**src/rtl/seq_pkg.sv**
```systemverilog
// Shared types and constants for the serial pattern-detector path:
// serializer FSM states, default idle level and the detector's target pattern.
package seq_pkg;

  typedef enum logic {
    IDLE  = 1'b0,
    SHIFT = 1'b1
  } seq_state_e;

  localparam logic IDLE_BIT_DEFAULT = 1'b0;

  localparam int             PATTERN_LEN = 5;
  localparam logic [PATTERN_LEN-1:0] PATTERN = 5'b10011;

  localparam logic [15:0] WORDS_SENT_MAX = 16'hFFFF;

endpackage

```
**src/rtl/seq_serializer_if.sv**
```systemverilog
// Valid/ready word handshake into the serializer.
interface seq_serializer_if #(
  parameter int WIDTH = 8
);

  logic [WIDTH-1:0] in_data;
  logic             in_valid;
  logic             in_ready;

  modport master (
    output in_data,
    output in_valid,
    input  in_ready
  );

  modport slave (
    input  in_data,
    input  in_valid,
    output in_ready
  );

endinterface

```
**src/rtl/seq_serializer.sv**
```systemverilog
// Parallel-to-serial front end feeding the pattern detector's input_x, with a
// one-word holding register so consecutive words stream without an idle gap.
//
// state | meaning
// IDLE  | shifter empty; serial_x at IDLE_BIT, serial_active low
// SHIFT | serial_x carries bit cnt of the current word
module seq_serializer
  import seq_pkg::*;
#(
  parameter int   WIDTH     = 8,
  parameter bit   MSB_FIRST = 1'b1,
  parameter logic IDLE_BIT  = IDLE_BIT_DEFAULT
) (
  input  logic              clock,
  input  logic              reset,
  seq_serializer_if.slave   in_bus,
  output logic              serial_x,
  output logic              serial_active,
  output logic              word_done,
  output logic [15:0]       words_sent
);

  localparam int               CNT_W    = $clog2(WIDTH);
  localparam logic [CNT_W-1:0] CNT_LAST = CNT_W'(WIDTH - 1);

  seq_state_e       state;
  seq_state_e       state_next;
  logic [WIDTH-1:0] sh;
  logic [WIDTH-1:0] sh_next;
  logic [CNT_W-1:0] cnt;
  logic [CNT_W-1:0] cnt_next;
  logic [WIDTH-1:0] hold;
  logic [WIDTH-1:0] hold_next;
  logic             hold_full;
  logic             hold_full_next;
  logic             serial_x_next;
  logic             serial_active_next;

  logic             transfer;
  logic             shifter_free;
  logic             load_hold;
  logic             load_in;
  logic             write_hold;
  logic [WIDTH-1:0] load_word;
  logic [WIDTH-1:0] load_ordered;

  // Reorders a word so the first bit to emit always sits in the MSB.
  function automatic logic [WIDTH-1:0] emit_order(input logic [WIDTH-1:0] w);
    logic [WIDTH-1:0] r;
    for (int i = 0; i < WIDTH; i++) begin
      r[i] = MSB_FIRST ? w[i] : w[WIDTH-1-i];
    end
    return r;
  endfunction

  assign in_bus.in_ready = !hold_full;
  assign word_done       = serial_active && (cnt == CNT_LAST);

  always_comb begin
    transfer     = in_bus.in_valid && !hold_full;
    shifter_free = (state == IDLE) || (cnt == CNT_LAST);
    load_hold    = shifter_free && hold_full;
    load_in      = shifter_free && !hold_full && transfer;
    write_hold   = transfer && !load_in;
    load_word    = load_hold ? hold : in_bus.in_data;
    load_ordered = emit_order(load_word);
  end

  always_comb begin
    state_next         = state;
    sh_next            = sh;
    cnt_next           = cnt;
    hold_next          = hold;
    hold_full_next     = hold_full;
    serial_x_next      = serial_x;
    serial_active_next = serial_active;

    if (load_hold || load_in) begin
      state_next         = SHIFT;
      serial_x_next      = load_ordered[WIDTH-1];
      sh_next            = load_ordered << 1;
      cnt_next           = '0;
      serial_active_next = 1'b1;
    end else if (state == SHIFT && !shifter_free) begin
      serial_x_next      = sh[WIDTH-1];
      sh_next            = sh << 1;
      cnt_next           = cnt + CNT_W'(1);
    end else begin
      state_next         = IDLE;
      serial_x_next      = IDLE_BIT;
      serial_active_next = 1'b0;
      cnt_next           = '0;
    end

    // Draining and refilling hold on one edge: the new word wins the flag.
    if (load_hold) begin
      hold_full_next = 1'b0;
    end
    if (write_hold) begin
      hold_next      = in_bus.in_data;
      hold_full_next = 1'b1;
    end
  end

  always_ff @(posedge clock or posedge reset) begin
    if (reset) begin
      state         <= IDLE;
      sh            <= '0;
      cnt           <= '0;
      hold          <= '0;
      hold_full     <= 1'b0;
      serial_x      <= IDLE_BIT;
      serial_active <= 1'b0;
    end else begin
      state         <= state_next;
      sh            <= sh_next;
      cnt           <= cnt_next;
      hold          <= hold_next;
      hold_full     <= hold_full_next;
      serial_x      <= serial_x_next;
      serial_active <= serial_active_next;
    end
  end

  always_ff @(posedge clock or posedge reset) begin
    if (reset) begin
      words_sent <= '0;
    end else if (word_done && words_sent != WORDS_SENT_MAX) begin
      words_sent <= words_sent + 16'd1;
    end
  end

endmodule

```
**src/flat_wrapper.sv**
```systemverilog
// flat-port wrapper written by rule: the top's interface ports become plain ports
module seq_serializer_flat import seq_pkg::*;
#(
  parameter int   WIDTH     = 8,
  parameter bit   MSB_FIRST = 1'b1,
  parameter logic IDLE_BIT  = IDLE_BIT_DEFAULT
)
  (clock, reset, serial_x, serial_active, word_done, words_sent, in_bus_in_data, in_bus_in_valid, in_bus_in_ready);
  seq_serializer_if #(.WIDTH(WIDTH)) in_bus_i ();
  input  logic clock;
  input  logic reset;
  output logic serial_x;
  output logic serial_active;
  output logic word_done;
  output logic [15:0] words_sent;
  input wire logic [$bits(in_bus_i.in_data)-1:0] in_bus_in_data;
  input wire logic [$bits(in_bus_i.in_valid)-1:0] in_bus_in_valid;
  output wire logic [$bits(in_bus_i.in_ready)-1:0] in_bus_in_ready;
  assign in_bus_i.in_data = in_bus_in_data;
  assign in_bus_i.in_valid = in_bus_in_valid;
  assign in_bus_in_ready = in_bus_i.in_ready;
  seq_serializer #(.WIDTH(WIDTH), .MSB_FIRST(MSB_FIRST), .IDLE_BIT(IDLE_BIT)) u_core (.clock(clock), .reset(reset), .in_bus(in_bus_i), .serial_x(serial_x), .serial_active(serial_active), .word_done(word_done), .words_sent(words_sent));
endmodule
```
**config.mk**
```make
export PLATFORM = sky130hd
export DESIGN_NAME = seq_serializer_flat
export DESIGN_NICKNAME = d
export VERILOG_FILES = /design/src/rtl/seq_pkg.sv /design/src/rtl/seq_serializer_if.sv /design/src/rtl/seq_serializer.sv /design/src/flat_wrapper.sv
export SDC_FILE = /design/constraint.sdc
export NUM_CORES = 1
export LEC_CHECK = 0
export ABC_AREA = 1
export CORE_AREA = 3 3 74 76
export CTS_CLUSTER_SIZE = 16
export DETAILED_ROUTE_END_ITERATION = 6
export DIE_AREA = 0 0 77 79
export GPL_TIMING_DRIVEN = 0
export HOLD_SLACK_MARGIN = 0.12
export SYNTH_ARGS = -nofsm -noshare
export SYNTH_HDL_FRONTEND = slang
export SYNTH_SLANG_ARGS = --single-unit
```
**constraint.sdc**
```tcl
create_clock -name clock -period 2.04 [get_ports clock]
set_input_delay 0.306 -clock clock [delete_from_list [all_inputs] [get_ports clock]]
set_output_delay 0.306 -clock clock [all_outputs]
set_load 0.1 [all_outputs]
```
-- After elaboration in Yosys (flattened, before gate mapping)
Cells that the tools add are included.
- bits in registers: 38
- input port bits: 11
- output and inout bits: 20
- logic and storage cells: 39
- add/subtract/negate cells: 2
- eq/ne operators: 3
- mux-type cells: 11
- bitwise operators: 1
- reductions and logical operators: 15
- operator list (cell ; number):
    $mux 8 ; 3
    $add 16x1->16 const B ; 1
    $ne 16x16->1 const B ; 1
    $logic_and 1x1->1 ; 8
    $mux 1 ; 6
    $mux 3 ; 2
    $reduce_bool 2->1 ; 2
    $add 3x1->3 const B ; 1
    $eq 3x3->1 const B ; 1
    $logic_not 1->1 ; 3
    $logic_or 1x1->1 ; 2
    $ne 2x1->1 const B ; 1
    $not 1->1 ; 1

-- Depth between registers and ports, before layout
Gate-level depths: netlist of the first run.
- word-level depth: 7
- gate-level depth with buffers: 10
- gate-level depth less buffers: 10

-- Least setup slack after synthesis of the first run
No wires, ideal clock.
- path type: flip-flop to flip-flop
- start point: register u_core.serial_active
- end point: register u_core.words_sent[13]
- library setup time: 0.114 ns
- data arrival time: 2.143 ns
- data required time: 1.926 ns
- path slack: -0.217 ns
- stages on the path, launching flop included: 8
- path buffers: 0
- cells stage by stage: dfrtp_1 > nand2_1 > inv_2 > nand3_1 > nor2_1 > nand3_1 > nand2_1 > inv_1
- cells in the longest elaborated chain, start to end: 2
- RTL lines (element ; line ; text):
    from (decl) ; seq_serializer.sv:18 ; output logic serial_active,
    from (signal assigned) ; seq_serializer.sv:121 ; serial_active <= serial_active_next;
    $logic_and 1x1->1 ; seq_serializer.sv:57 ; assign word_done = serial_active && (cnt == CNT_LAST);
    named net word_done ; flat_wrapper.sv:14 ; output logic word_done;
    $logic_and 1x1->1 ; seq_serializer.sv:128 ; end else if (word_done && words_sent != WORDS_SENT_MAX) begin
    to (signal assigned) ; seq_serializer.sv:129 ; words_sent <= words_sent + 16'd1;
    to (decl) ; seq_serializer.sv:20 ; output logic [15:0] words_sent
The timed path passes the listed nets, and every way through them passes these cells.
A chain may end at the register's enable or synchronous reset.

-- Worst setup path after layout of the first run
- start point: register u_core.words_sent[9]
- end point: output words_sent[9]
- RTL lines (element ; line ; text):
    to (decl) ; flat_wrapper.sv:15 ; output logic [15:0] words_sent;
No word-level cell between the ends.

==> summary.txt, run 1 <==
Clock tree
  • CTS Sinks: 37
  • Post-CTS setup buffers: 0
  • Max clock buf depth: 2
  • Root Driver: clkbuf_8
  • CTS Hold Bufs: 0
  • Worst-Skew Late Latency: 0.28 ns
  • CTS Buf Count: 5
  • Clk slew on worst S/H paths: 0.07 ns
  • H-tree depth: 2
  • CTS tree: yes

Timing
  • Setup violators final: 0
  • WHS: 0.4389 ns
  • Maximum clock frequency: 513.4 MHz
  • Hold Vio Cnt, Final: 0
  • RSZ-0062 raised after global routing: no
  • Worst slew pin tran: 0.9612 ns
  • Final Max Slew Viols: 0
  • Fin Clk Skew: 0.005458 ns
  • Slew headroom: 0.3618
  • Period utilization: 0.9547
  • Tmin final: 1.948 ns

Critical path
  • CP Data Arrival Time: 1.64 ns
  • Crit-path slowest cell: dlygate4sd2_1
  • Worst path max stage delay: 0.89 ns
  • CP Class: register to output pin
  • Buf/Inv on CP: 1
  • FF-to-FF End: u_core.hold[3]
  • Critical Path Stages: 1
  • CP Launch Type: register
  • Top delay family on crit path: buffers and inverters
  • Register-to-register setup slack: 0.33 ns
  • CP max FO: 6
  • RR Startpoint: u_core.cnt[0]
  • Critical path, cell by cell: dlygate4sd2_1
  • Setup crit end kind: output pin
  • R2R cell count: 5
  • CP required: 1.73 ns

Power and ir drop
  • Peak supply drop: 794.3 uV
  • Pleak: 1.180 nW
  • Switch share: 0.4472
  • Clock power share: 0.184
  • Flop pwr share: 0.378
  • Combinational share of power: 0.437
  • Net Sw Power: 1.305 mW
  • Pint: 1.613 mW
  • Pwr Density: 1219 nW/um2

GRT
  • Vias in the first global route: 1546
  • Grt total ovfl: 0
  • Largest net degree at the start of global routing: 38
  • First-pass GRT wire length: 7389 um
  • Initial antenna violation count: 0
  • Gr usage total: 0.1522

Final layout
  • Ant. Diodes: 0
  • # nets final: 290
  • P&R area growth vs syn: 23.26%
  • Layout cell share with drive strength beyond 1: 0.1372
  • Commonest non-fill, non-tap cell in the layout: nand2_1
  • Final Cell Area: 2394 um2
  • Most frequent cells in the layout: nand2_1 (72), dfrtp_1 (34), nor2_1 (30), inv_1 (23), dlygate4sd2_1 (18)

Detailed routing
  • Via/cell ratio: 4.738
  • 1st-pass router iterations: 4
  • WL/cell: 11.82 um
  • Via count: 1630
  • DRC viols: 0
  • Final wirelength: 4066 um
  • Post-DRT Antenna Nets: 0
  • Initial DRC count: 75

Synthesis
  • Async S/R FF share, synth: 1.000
  • Synthesized flop and latch total: 37
  • Primary FF master, synth: dfrtp_1
  • Cell area after synthesis: 1942 um2
  • Post-Synthesis Cells: 239
  • Synth Net Count: 253
  • Netlist cell types: 26
  • Synth warn: 0
  • Sequential fraction of the synthesis area: 0.4768
  • Syn Area/Cell: 8.125 um2
  • EDFF count, synth: 0

Floorplan
  • Initial Util: 0.4058
  • Die area: 6083 um2
  • Die Wd: 77 um
  • # rows: 25
  • Die Ht: 79 um
  • Core area: 4786 um2
  • # IOs: 31

Placed design
  • DP Wirelength: 3020 um
  • Port bufs: 30
  • Area post-placement: 2330 um2
  • Routability cong.: 0.8072

Flow run
  • MaxCap Viol Count: 0

Hold path
  • Worst Hold Class: register to register
  • Hold path start: u_core.cnt[0]
  • WHS Path Cells: 1
  • Hold endpoint: u_core.cnt[0]

Outcome
  • Status: completed
power by group through the flow:
stage	sequential, mW	clock (mW)	combinational, mW
3_3_place_gp	1.11	0	1.31
5_1_grt	1.14	0.596	1.42
2_1_floorplan	1.40	0	0.721
3_5_place_dp	1.12	0	1.32
4_1_cts	1.10	0.557	1.29
6_report	1.10	0.538	1.28
synth_stat cells, types with 2 or more instances:
cell     instances  area, um2
nand2_2          3      18.77
nor2_4           5      56.30
mux2_2           5      56.30
nand3_1          9      45.04
o21ai_1          2      10.01
nand2_1         72      270.3
a21oi_1          6      30.03
nor2_1          30      112.6
o21ai_0          7      35.03
inv_2            4      15.01
inv_1           24      90.09
o22ai_1         12      75.07
xnor2_1          3      26.28
dfrtp_1         37      925.9
ha_1             3      37.54
nand2_4          2      22.52
nand3_2          2      20.02
nand4_1          5      31.28
sequential cells by signal, indices dropped and copies added, names as in the netlist:
signal and flops:
u_core.serial_active 1, u_core.sh 7, u_core.serial_x 1, u_core.words_sent 16, u_core.hold 8, u_core.hold_full 1
u_core.cnt 3
metrics by stage:
step,TNS [ns],utilization,instances,setup WS [ns],power [mW]
4_1_cts,0,0.5012,344,0.007259,2.953
2_1_floorplan,0,-,239,0.1020,2.124
6_report,0,0.5001,344,0.09238,2.919
5_1_grt,0,0.5001,344,0.002613,3.155
3_3_place_gp,-1.166,0.4868,336,-0.3740,2.423
3_5_place_dp,-0.4010,0.4868,336,-0.4010,2.443
worst max-delay path by stage:
stage / startpoint / to / slack, ns
final: u_core.words_sent[9] / words_sent[9] / 0.09
after CTS: u_core.hold_full / in_bus_in_ready / 0.007
after floorplan: u_core.serial_active / u_core.words_sent[13] / 0.10
after global routing: u_core.cnt[0] / word_done / 0.003
after detailed placement: u_core.cnt[0] / word_done / -0.40
after global placement: u_core.cnt[0] / word_done / -0.37
timing repair:
item | 4_1_cts | 5_1_grt
pin swaps | 0 | 0
setup endpoints to repair | 20 | 1
gates resized for setup | 26 | 1
routing by layer:
metal	routed length, um	global-route usage
met5	0	0
met4	45	0.04804
met1	2051	0.2132
met3	254	0.03968
met2	1715	0.2308
layout make-up:
class	count	area, um2
clock inverters	1	7.507
multi-input cells	172	894.6
plain buffers	2	16.27
clock buffers	7	86.33
repair buffers	30	270.3
well taps	67	83.83
inverters	28	105.1
fillers	490	2392
flip-flops and latches	37	929.6
cell families (layout without fill, tap and decap cells):
| group | Yosys count | count (layout) | synth area share |
|---|---|---|---|
| AO/OA/AOI/OAI | 28 | 28 | 0.08183 |
| buffers and inverters | 30 | 68 | 0.06250 |
| AND/OR/NAND/NOR | 131 | 131 | 0.3067 |
| multiplexers | 6 | 6 | 0.03479 |
| adder cells (fa/ha/maj) | 3 | 3 | 0.01933 |
| flip-flops | 37 | 37 | 0.4768 |
| XOR/XNOR | 4 | 4 | 0.01804 |
No activity file was read; power rests on OpenSTA's default activity.
==> run 2: changes to the inputs <==
GPL_TIMING_DRIVEN = unset   (was 0)
SKIP_CTS_REPAIR_TIMING = 1   (was unset)
==> summary.txt, run 2 (synthesis gave the netlist of run 1 again) <==
Outcome
  • Status: completed (unchanged)

Critical path
  • CP max FO: 4 (was 6)
  • CP Data Arrival Time: 1.54 ns (was 1.64 ns)
  • CP Launch Type: register (unchanged)
  • CP Class: register to output pin (unchanged)
  • Register-to-register setup slack: 0.33 ns (about the same)
  • Setup crit end kind: output pin (unchanged)
  • CP required: 1.73 ns (about the same)

GRT
  • Gr usage total: 0.1487 (was 0.1522)
  • Met1 Use GR: 0.2128 (was 0.2132)
  • Grt total ovfl: 0 (unchanged)
  • M3 GR Usage: 0.03968 (unchanged)
  • First-pass GRT wire length: 7093 um (was 7389 um)
  • Largest net degree at the start of global routing: 38 (unchanged)
  • Global routing's busiest layer: met2 (unchanged)
  • Vias in the first global route: 1485 (was 1546)
  • Initial antenna violation count: 0 (unchanged)
  • Met2 layer usage reported by global route: 0.2169 (was 0.2308)

Detailed routing
  • Via/cell ratio: 4.612 (was 4.738)
  • 1st-pass router iterations: 4 (unchanged)
  • DRC viols: 0 (unchanged)
  • Initial DRC count: 78 (was 75)
  • Via count: 1582 (was 1630)
  • Final wirelength: 4021 um (was 4066 um)
  • WL/cell: 11.72 um (was 11.82 um)
  • Post-DRT Antenna Nets: 0 (unchanged)

Power and ir drop
  • Peak supply drop: 660.5 uV (was 794.3 uV)
  • Pleak: 1.150 nW (was 1.180 nW)
  • Pwr Density: 1267 nW/um2 (was 1219 nW/um2)

Clock tree
  • Max clock buf depth: 2 (unchanged)
  • H-tree depth: 2 (unchanged)
  • CTS Buf Count: 5 (unchanged)
  • Clk slew on worst S/H paths: 0.08 ns (was 0.07 ns)
  • Root Driver: clkbuf_8 (unchanged)
  • Worst-Skew Late Latency: 0.29 ns (was 0.28 ns)
  • CTS tree: yes (unchanged)
  • CTS Sinks: 37 (unchanged)

Hold path
  • Worst Hold Class: primary input to asynchronous set/reset pin (was register to register)

Timing
  • RSZ-0062 raised after global routing: no (unchanged)
  • Fin Clk Skew: 0.007731 ns (was 0.005458 ns)
  • Maximum clock frequency: 541.5 MHz (was 513.4 MHz)
  • Final TNS setup: 0 ns (unchanged)
  • Final Max Slew Viols: 0 (unchanged)
  • Hold Vio Cnt, Final: 0 (unchanged)
  • Setup violators final: 0 (unchanged)
  • Setup WS post-layout: 0.1934 ns (was 0.09238 ns)
  • Slew headroom: 0.6716 (was 0.3618)
  • Tmin final: 1.847 ns (was 1.948 ns)
  • WHS: 0.4312 ns (was 0.4389 ns)
  • Worst slew pin tran: 0.4909 ns (was 0.9612 ns)
  • Period utilization: 0.9052 (was 0.9547)

Final layout
  • Most frequent cells in the layout: nand2_1 (72), dfrtp_1 (34), nor2_1 (30), inv_1 (24), buf_4 (20) (was nand2_1 (72), dfrtp_1 (34), nor2_1 (30), inv_1 (23), dlygate4sd2_1 (18))
  • Fillers: 471 (was 490)
  • Layout cell share with drive strength beyond 1: 0.1993 (was 0.1372)
  • Ant. Diodes: 0 (unchanged)
  • Commonest non-fill, non-tap cell in the layout: nand2_1 (unchanged)
  • # nets final: 289 (was 290)
  • Final std cells w/o fill: 343 (was 344)
  • Top Registers: u_core.words_sent: 16 flops, u_core.hold: 8 flops, u_core.sh: 7 flops (unchanged)
  • Final Util: 0.5012 (was 0.5001)
  • P&R area growth vs syn: 23.52% (was 23.26%)
  • Max reg flops: 16 (unchanged)
  • Biggest register: u_core.words_sent (unchanged)

Placed design
  • Port bufs: 30 (unchanged)
  • Place WS: 0.2482 ns (was -0.4010 ns)
  • DP Wirelength: 2964 um (was 3020 um)
  • Placed Cells incl. Taps: 335 (was 336)
  • Routability cong.: 0.8268 (was 0.8072)

Floorplan
  • # rows: 25 (unchanged)
  • Die area: 6083 um2 (unchanged)
  • Die Ht: 79 um (unchanged)
  • Initial Util: 0.4058 (unchanged)
  • # IOs: 31 (unchanged)
  • Core area: 4786 um2 (unchanged)
  • Die Wd: 77 um (unchanged)

Flow run
  • MaxCap Viol Count: 0 (unchanged)
-- run 2: cell count changes in the layout (fill, tap and decap cells not counted), sizes merged --
cell / change
clkinv: +1
dlygate4sd2: -18
bufinv: +1
buf: +18
clkbuf: -3
-- run 2: final cells by class --
class / instances / area (um2) / area share
sequential: 37 / 929.6 / 0.3876
multi-input combinational: 172 / 894.6 / 0.3730
timing repair buffer: 31 / 270.3 / 0.1127
inverter: 28 / 105.1 / 0.04382
tap: 67 / 83.83 / 0.03495
clock buffer: 5 / 68.82 / 0.02869
clock inverter: 3 / 46.29 / 0.01930
-- run 2: through the flow --
step | cell area (um2) | power [mW]
floorplan | 1946 | 2.124
global placement | 2283 | 2.411
detailed placement | 2283 | 2.421
CTS | 2399 | 3.080
global route | 2399 | 3.259
finish | 2399 | 3.039
-- run 2: power breakdown --
group          total, mW  switching, mW  internal [mW]
Sequential          1.10          0.143          0.961
Clock              0.645          0.279          0.366
Combinational       1.29          0.894          0.396
Total               3.04           1.32           1.72
-- run 2: layer usage --
| layer | share of wire | wire length [um] |
|---|---|---|
| met1 | 0.50 | 2022 |
| met2 | 0.43 | 1747 |
| met3 | 0.050 | 201 |
| met4 | 0.012 | 50 |
| met5 | 0 | 0 |
-- run 2: worst max-delay path, stage by stage, from the launching register on --
cell	delay (ns)
dfrtp_1	0.39
ha_1	0.20
ha_1	0.22
nand2_1	0.16
inv_2	0.10
buf_12	0.18
-- run 2: worst paths after layout --
path	from	endpoint	depth (start not counted)
worst min-delay path	reset	u_core.hold[5]	3
worst max register to register	u_core.cnt[0]	u_core.serial_x	7
min in group clock	u_core.cnt[0]	u_core.cnt[0]	1
worst max-delay path	u_core.cnt[0]	word_done	5
max in group asynchronous	reset	u_core.serial_active	3
worst min register to register	u_core.cnt[0]	u_core.cnt[0]	1
